$ cat config.mk
export PLATFORM = sky130hd
export DESIGN_NAME = rex_sprite_engine
export DESIGN_NICKNAME = d
export VERILOG_FILES = /design/src/rtl/rex_sprite_engine.sv
export SDC_FILE = /design/constraint.sdc
export NUM_CORES = 1
export LEC_CHECK = 0
export ABC_AREA = 1
export CAP_MARGIN = 20
export CORE_ASPECT_RATIO = 1.4
export CORE_MARGIN = 2
export CORE_UTILIZATION = 46
export CTS_BUF_LIST = sky130_fd_sc_hd__clkbuf_4 sky130_fd_sc_hd__clkbuf_8
export CTS_CLUSTER_DIAMETER = 120
export DETAILED_ROUTE_END_ITERATION = 6
export HOLD_SLACK_MARGIN = 0.05
export PLACE_DENSITY = 0.76
export REMOVE_ABC_BUFFERS = 1
export SLEW_MARGIN = 20
export SYNTH_ARGS = -nofsm -noshare
export SYNTH_HDL_FRONTEND = slang
export SYNTH_SLANG_ARGS = --single-unit
$ cat constraint.sdc
create_clock -name clk -period 4 [get_ports clk]
set_input_delay 0.8 -clock clk [delete_from_list [all_inputs] [get_ports clk]]
set_output_delay 0.8 -clock clk [all_outputs]
set_load 0.01 [all_outputs]
$ cat src/rtl/rex_sprite_engine.sv
// Player sprite for the VGA runner: tick-driven jump physics, wrap-around X motion, registered renderer.
// Define REX_DUCK_EN to add the DUCK state and second bitmap frame (ROM rows SPRITE_H..2*SPRITE_H-1).
module rex_sprite_engine #(
    parameter int          SPRITE_W     = 23,
    parameter int          SPRITE_H     = 47,
    parameter int          ROW_AW       = 7,
    parameter int          GROUND_Y     = 447,
    parameter int          X_MIN        = 150,
    parameter int          X_MAX        = 800,
    parameter int          X_STEP       = 2,
    parameter int          TICK_DIV     = 5,
    parameter int          JUMP_V       = 12,
    parameter int          GRAVITY      = 1,
    parameter logic [11:0] SPRITE_COLOR = 12'hF00
) (
    input  logic                clk,
    input  logic                rst_n,
    input  logic                bright,
    input  logic                up,
    input  logic                down,
    input  logic                left,
    input  logic                right,
    input  logic [9:0]          hCount,
    input  logic [9:0]          vCount,
    output logic [ROW_AW-1:0]   sprite_addr,
    input  logic [SPRITE_W-1:0] sprite_row,
    output logic [11:0]         rgb,
    output logic [11:0]         background,
    output logic [9:0]          xpos,
    output logic [9:0]          ytop,
    output logic                airborne
);
    localparam int CW = (TICK_DIV > 1) ? $clog2(TICK_DIV) : 1;

    localparam logic [2:0] S_GROUND = 3'd0;
    localparam logic [2:0] S_RISE   = 3'd1;
    localparam logic [2:0] S_FALL   = 3'd2;
    localparam logic [2:0] S_LAND   = 3'd3;
`ifdef REX_DUCK_EN
    localparam logic [2:0] S_DUCK   = 3'd4;
`endif

    logic [CW-1:0] tick_cnt;
    logic          tick;
    logic [2:0]    state;
    logic [7:0]    height;
    logic [7:0]    vel;
    logic [9:0]    h_sum;
    logic [7:0]    vel_dec;
    logic [10:0]   x_inc;
    logic [9:0]    rel_x;
    logic [9:0]    rel_y;
    logic          duck;
    logic          pix;
    logic          hit;

    assign tick = (tick_cnt == CW'(TICK_DIV - 1));

    always_ff @(posedge clk or negedge rst_n) begin
        if (!rst_n) tick_cnt <= '0;
        else        tick_cnt <= tick ? '0 : tick_cnt + 1'b1;
    end

    // Height is unsigned, vel signed: sign-extend vel so a descent past ground shows as negative.
    assign h_sum   = {2'b00, height} + {{2{vel[7]}}, vel};
    assign vel_dec = vel - 8'(GRAVITY);

    always_ff @(posedge clk or negedge rst_n) begin
        if (!rst_n) begin
            state  <= S_GROUND;
            height <= '0;
            vel    <= '0;
        end else if (tick) begin
            case (state)
                S_GROUND: begin
                    if (up) begin
                        state <= S_RISE;
                        vel   <= 8'(JUMP_V);
                    end
`ifdef REX_DUCK_EN
                    else if (down) state <= S_DUCK;
`endif
                end
                S_RISE, S_FALL: begin
                    if (h_sum[9] || h_sum == '0) begin
                        state  <= S_LAND;
                        height <= '0;
                        vel    <= '0;
                    end else begin
                        height <= h_sum[7:0];
                        vel    <= vel_dec;
                        state  <= (vel_dec[7] || vel_dec == '0) ? S_FALL : S_RISE;
                    end
                end
                S_LAND: state <= S_GROUND;
`ifdef REX_DUCK_EN
                S_DUCK: if (!down) state <= S_GROUND;
`endif
                default: state <= S_GROUND;
            endcase
        end
    end

    assign x_inc = {1'b0, xpos} + 11'(X_STEP);

    always_ff @(posedge clk or negedge rst_n) begin
        if (!rst_n) begin
            xpos <= 10'd200;
        end else if (tick) begin
            if (right && !left)
                xpos <= (x_inc >= 11'(X_MAX)) ? 10'(X_MIN) : x_inc[9:0];
            else if (left && !right)
                xpos <= (xpos <= 10'(X_MIN)) ? 10'(X_MAX) : xpos - 10'(X_STEP);
        end
    end

`ifdef REX_DUCK_EN
    assign duck = (state == S_DUCK);
`else
    assign duck = 1'b0;
`endif

    assign airborne    = (state == S_RISE) || (state == S_FALL);
    assign ytop        = 10'(GROUND_Y - SPRITE_H) - {2'b00, height};
    assign rel_x       = hCount - xpos;
    assign rel_y       = vCount - ytop;
    assign sprite_addr = rel_y[ROW_AW-1:0] + (duck ? ROW_AW'(SPRITE_H) : '0);

    // Bit SPRITE_W-1 of the ROM row is the leftmost pixel.
    always_comb begin
        pix = 1'b0;
        for (int i = 0; i < SPRITE_W; i++)
            if (rel_x == 10'(i)) pix = sprite_row[SPRITE_W-1-i];
    end

    assign hit = (rel_x < 10'(SPRITE_W)) && (rel_y < 10'(SPRITE_H)) && pix;

    always_ff @(posedge clk or negedge rst_n) begin
        if (!rst_n) begin
            rgb        <= 12'h000;
            background <= 12'hFFF;
        end else begin
            rgb <= !bright ? 12'h000 : (hit ? SPRITE_COLOR : background);
            if (right)     background <= 12'hFF0;
            else if (left) background <= 12'h0FF;
            else if (down) background <= 12'h0F0;
            else if (up)   background <= 12'h00F;
        end
    end
endmodule

==> results of run 1 <==
metrics by stage:
stage	hold slack [ns]	utilization, %	setup WS, ns
3_5_place_dp	0.4631	59.20	-0.1618
6_report	0.4693	60.43	0.2392
5_1_grt	0.5059	60.43	0.01405
4_1_cts	0.4733	60.43	0.2424
3_3_place_gp	0.4435	59.20	-0.07818
2_1_floorplan	0.4314	-	0.9482
critical path: stages:
cell and delay (ns):
clkdlybuf4s50_1 0.46, inv_1 0.04, ha_1 0.22, fa_1 0.43
o21ai_2 0.21, xor2_1 0.22, clkdlybuf4s50_1 0.58
cells by family (layout without fill, tap and decap cells):
group                    count (synthesis)  count (layout)
adder cells (fa/ha/maj)                 40              40
other                                    2               3
buffers and inverters                  134             219
AND/OR/NAND/NOR                        191             191
flip-flops                              36              36
XOR/XNOR                                43              43
AO/OA/AOI/OAI                           95              95
cell usage in the layout, fill, tap and decap left out, types with 2 or more instances in the layout:
| cell type | count |
|---|---|
| nor3_1 | 9 |
| nand3_1 | 22 |
| nor2_1 | 40 |
| o32ai_1 | 4 |
| clkbuf_8 | 6 |
| clkdlybuf4s50_1 | 98 |
| a21oi_1 | 26 |
| fa_1 | 3 |
| dfstp_2 | 6 |
| a32oi_1 | 4 |
| inv_1 | 107 |
| xnor2_1 | 6 |
| o211ai_1 | 4 |
| o22ai_1 | 12 |
| o21bai_1 | 3 |
| ha_1 | 37 |
| o21ai_2 | 2 |
| nand2_1 | 87 |
| dfrtp_1 | 30 |
| nand4_1 | 19 |
| o21ai_1 | 4 |
| conb_1 | 3 |
| nor4_1 | 2 |
| o31ai_1 | 2 |
| buf_4 | 3 |
| nand2_2 | 2 |
| inv_2 | 2 |
| nand3_2 | 2 |
| o21ai_0 | 21 |
| a22oi_1 | 4 |
| xor2_1 | 37 |
power groups by stage:
stage	clock, mW	combinational [mW]	sequential (mW)
global placement	0	2.97	0.670
finish	0.284	3.06	0.666
detailed placement	0	3.05	0.675
floorplan	0	1.99	0.663
CTS	0.291	3.06	0.667
global route	0.299	3.42	0.696
per-layer routing:
layer  part of all wire [%]  up-vias  global-route usage [%]  wire length [um]
met5                      0        -                       0                 0
met3                    5.3       18                   2.653               513
li1                       -     1929                       -                 -
met1                     41     1734                   26.55              4020
met4                    2.2        0                   8.475               214
met2                     51      112                   40.27              5005
registers in the layout (all words and copies together), names as in the netlist:
| signal | cells |
|---|---|
| state | 2 |
| background | 3 |
| tick_cnt | 3 |
| rgb | 3 |
| vel | 8 |
| xpos | 9 |
| height | 8 |
final cells by class:
type / count / area [sq um] / share of cell area (%)
tap: 102 / 127.6 / 2.591
timing repair buffer: 102 / 1012 / 20.55
sequential: 36 / 908.4 / 18.45
multi-input combinational: 372 / 2370 / 48.12
clock buffer: 7 / 90.09 / 1.829
inverter: 109 / 409.1 / 8.308
clock inverter: 1 / 7.507 / 0.1524
final timing paths:
path | from | to | slack, ns | cells past startpoint
setup / recovery | vCount[0] | sprite_addr[4] | 0.24 | 7
hold / removal | tick_cnt[0] | tick_cnt[0] | 0.47 | 1
setup reg to reg | height[0] | rgb[3] | 0.81 | 20
hold reg to reg | tick_cnt[0] | tick_cnt[0] | 0.47 | 1
max in group asynchronous | rst_n | xpos[6] | 2.74 | 2
min in group asynchronous | rst_n | vel[2] | 0.91 | 2
==> flow_summary.toml, run 1 <==
[power_and_ir_drop]
p_per_area_nw_per_um2 = 814.3
ir_drop_mv = 0.5503
pwr-share-seq_pct = 16.6
comb_power_share_pct = 76.3
switchingPower_mw = 2.035
internal-power_mw = 1.976
power.total_mw = 4.010
p_leak_nw = 2.424
swShare_pct = 50.73
clockPowerShare_pct = 7.1

[synth]
muxShareOfSynthArea_pct = 0
netlist_area_sq_um = 3852
synthXorXnorAreaFrac_pct = 9.776
synth.area.top_cells = "dfrtp_1 19%, ha_1 12%, inv_1 10%"
yosysTopAreaCellShare_pct = 19.49
synth_ff_type = "dfrtp_1"
yosys_warnings = 0
synth.largest_area_cell = "dfrtp_1"
ys_ff_latch = 36
async_flop_share_pct = 100.0
synthCells = 541
synthSimpleGateAreaFrac_pct = 22.28
synth_most_common_cell = "inv_1"
synth_fa_ha_area_share_pct = 13.58
synth-compound-area-share_pct = 15.49
synth_edf_count = 0
synth_seq_area_share_pct = 23.58
yosysUniqueCellTypes = 47
synth_top_family_by_area = "simple AND/OR/NAND/NOR gates"
avgSynthCellArea_sq_um = 7.121
synthTopCellsByCount = "107 x inv_1, 87 x nand2_1, 40 x nor2_1"

[clock_tree]
max-clock-path-buffers = 2
clock_sinks = 36
hold_buffers = 0
clock_latency_ns = 0.30
cts_buffers = 5
root_buffer = "clkbuf_8"
cts_resized = 3
clk_pin_slew_ns = 0.07
post-cts-setup-buffers = 0
cts_max_level = 2
tritoncts = "done"

[setup_path]
critPathRequiredTime_ns = 3.20
path_class = "primary input to output port"
arrival_ns = 2.96
worstPathMaxFanout = 2
end_kind = "output port"
startpoint_type = "primary input"

[timing]
final.setup.tns_ns = 0
finalCritPeriodShare_pct = 94.02
fin_skew_ns = 0.001972
maxSlewViolCount = 0
hold_viol_final = 0
finalSetupViolations = 0
grt_setup_unrepaired = "false"
max_freq_mhz = 265.9
post-route-min-period_ns = 3.761

[final_layout]
fin_cells = 729
design_area_sq_um = 4925
antennaDiodeCount = 0
final_layout_size_suffix_gt1_share_pct = 5.104
fillCellCount = 752
syn2layout_area_growth_pct = 27.83
nets = 716

[die]
die_h_um = 112.3
dieWidth_um = 81.35
die_area_sq_um = 9133
start_util_pct = 47.27
io_pins = 102
coreArea_sq_um = 8149
num_rows = 39

[worst_hold_path]
hold_path_class = "register to register"

[place]
placed_cell_area_sq_um = 4825
portBuffers = 99
placed_cells = 721
hpwl_mm = 8.014
gp_congestion = 0.8747

[routing]
vias_per_cell = 5.203
drt_wl_total_mm = 9.753
dr.first_iter.drc_count = 111
wl_per_cell_um = 13.38
drcViolationCount = 0
ant_nets = 0
num_vias = 3793
drt_pass1_iterations = 4

[global_routing]
grt_pass1_wl_mm = 16.55
antenna_found_initial = 0
track_usage_pct = 22.42
grt_max_degree = 37
grt-ovfl-total = 0
first_global_vias = 3852

[flow_run]
max-cap-violations = 0

[status]
status = "completed"
(Power assumes the default switching activity.)
==> run 2: changes to the inputs <==
--- a/config.mk
+++ b/config.mk
@@ -13,6 +13,7 @@
 export CTS_BUF_LIST = sky130_fd_sc_hd__clkbuf_4 sky130_fd_sc_hd__clkbuf_8
 export CTS_CLUSTER_DIAMETER = 120
 export DETAILED_ROUTE_END_ITERATION = 6
+export GPL_ROUTABILITY_DRIVEN = 1
 export HOLD_SLACK_MARGIN = 0.05
 export PLACE_DENSITY = 0.76
 export REMOVE_ABC_BUFFERS = 1
==> results of run 2 <==
Final layout, timing and power as in run 1 (identical DEF).
==> run 3: changes to the inputs <==
--- a/config.mk
+++ b/config.mk
@@ -12,6 +12,7 @@
 export CORE_UTILIZATION = 46
 export CTS_BUF_LIST = sky130_fd_sc_hd__clkbuf_4 sky130_fd_sc_hd__clkbuf_8
 export CTS_CLUSTER_DIAMETER = 120
+export CTS_CLUSTER_SIZE = 30
 export DETAILED_ROUTE_END_ITERATION = 6
 export GPL_ROUTABILITY_DRIVEN = 1
 export HOLD_SLACK_MARGIN = 0.05
==> results of run 3 <==
Final layout, timing and power as in run 1 (identical DEF).
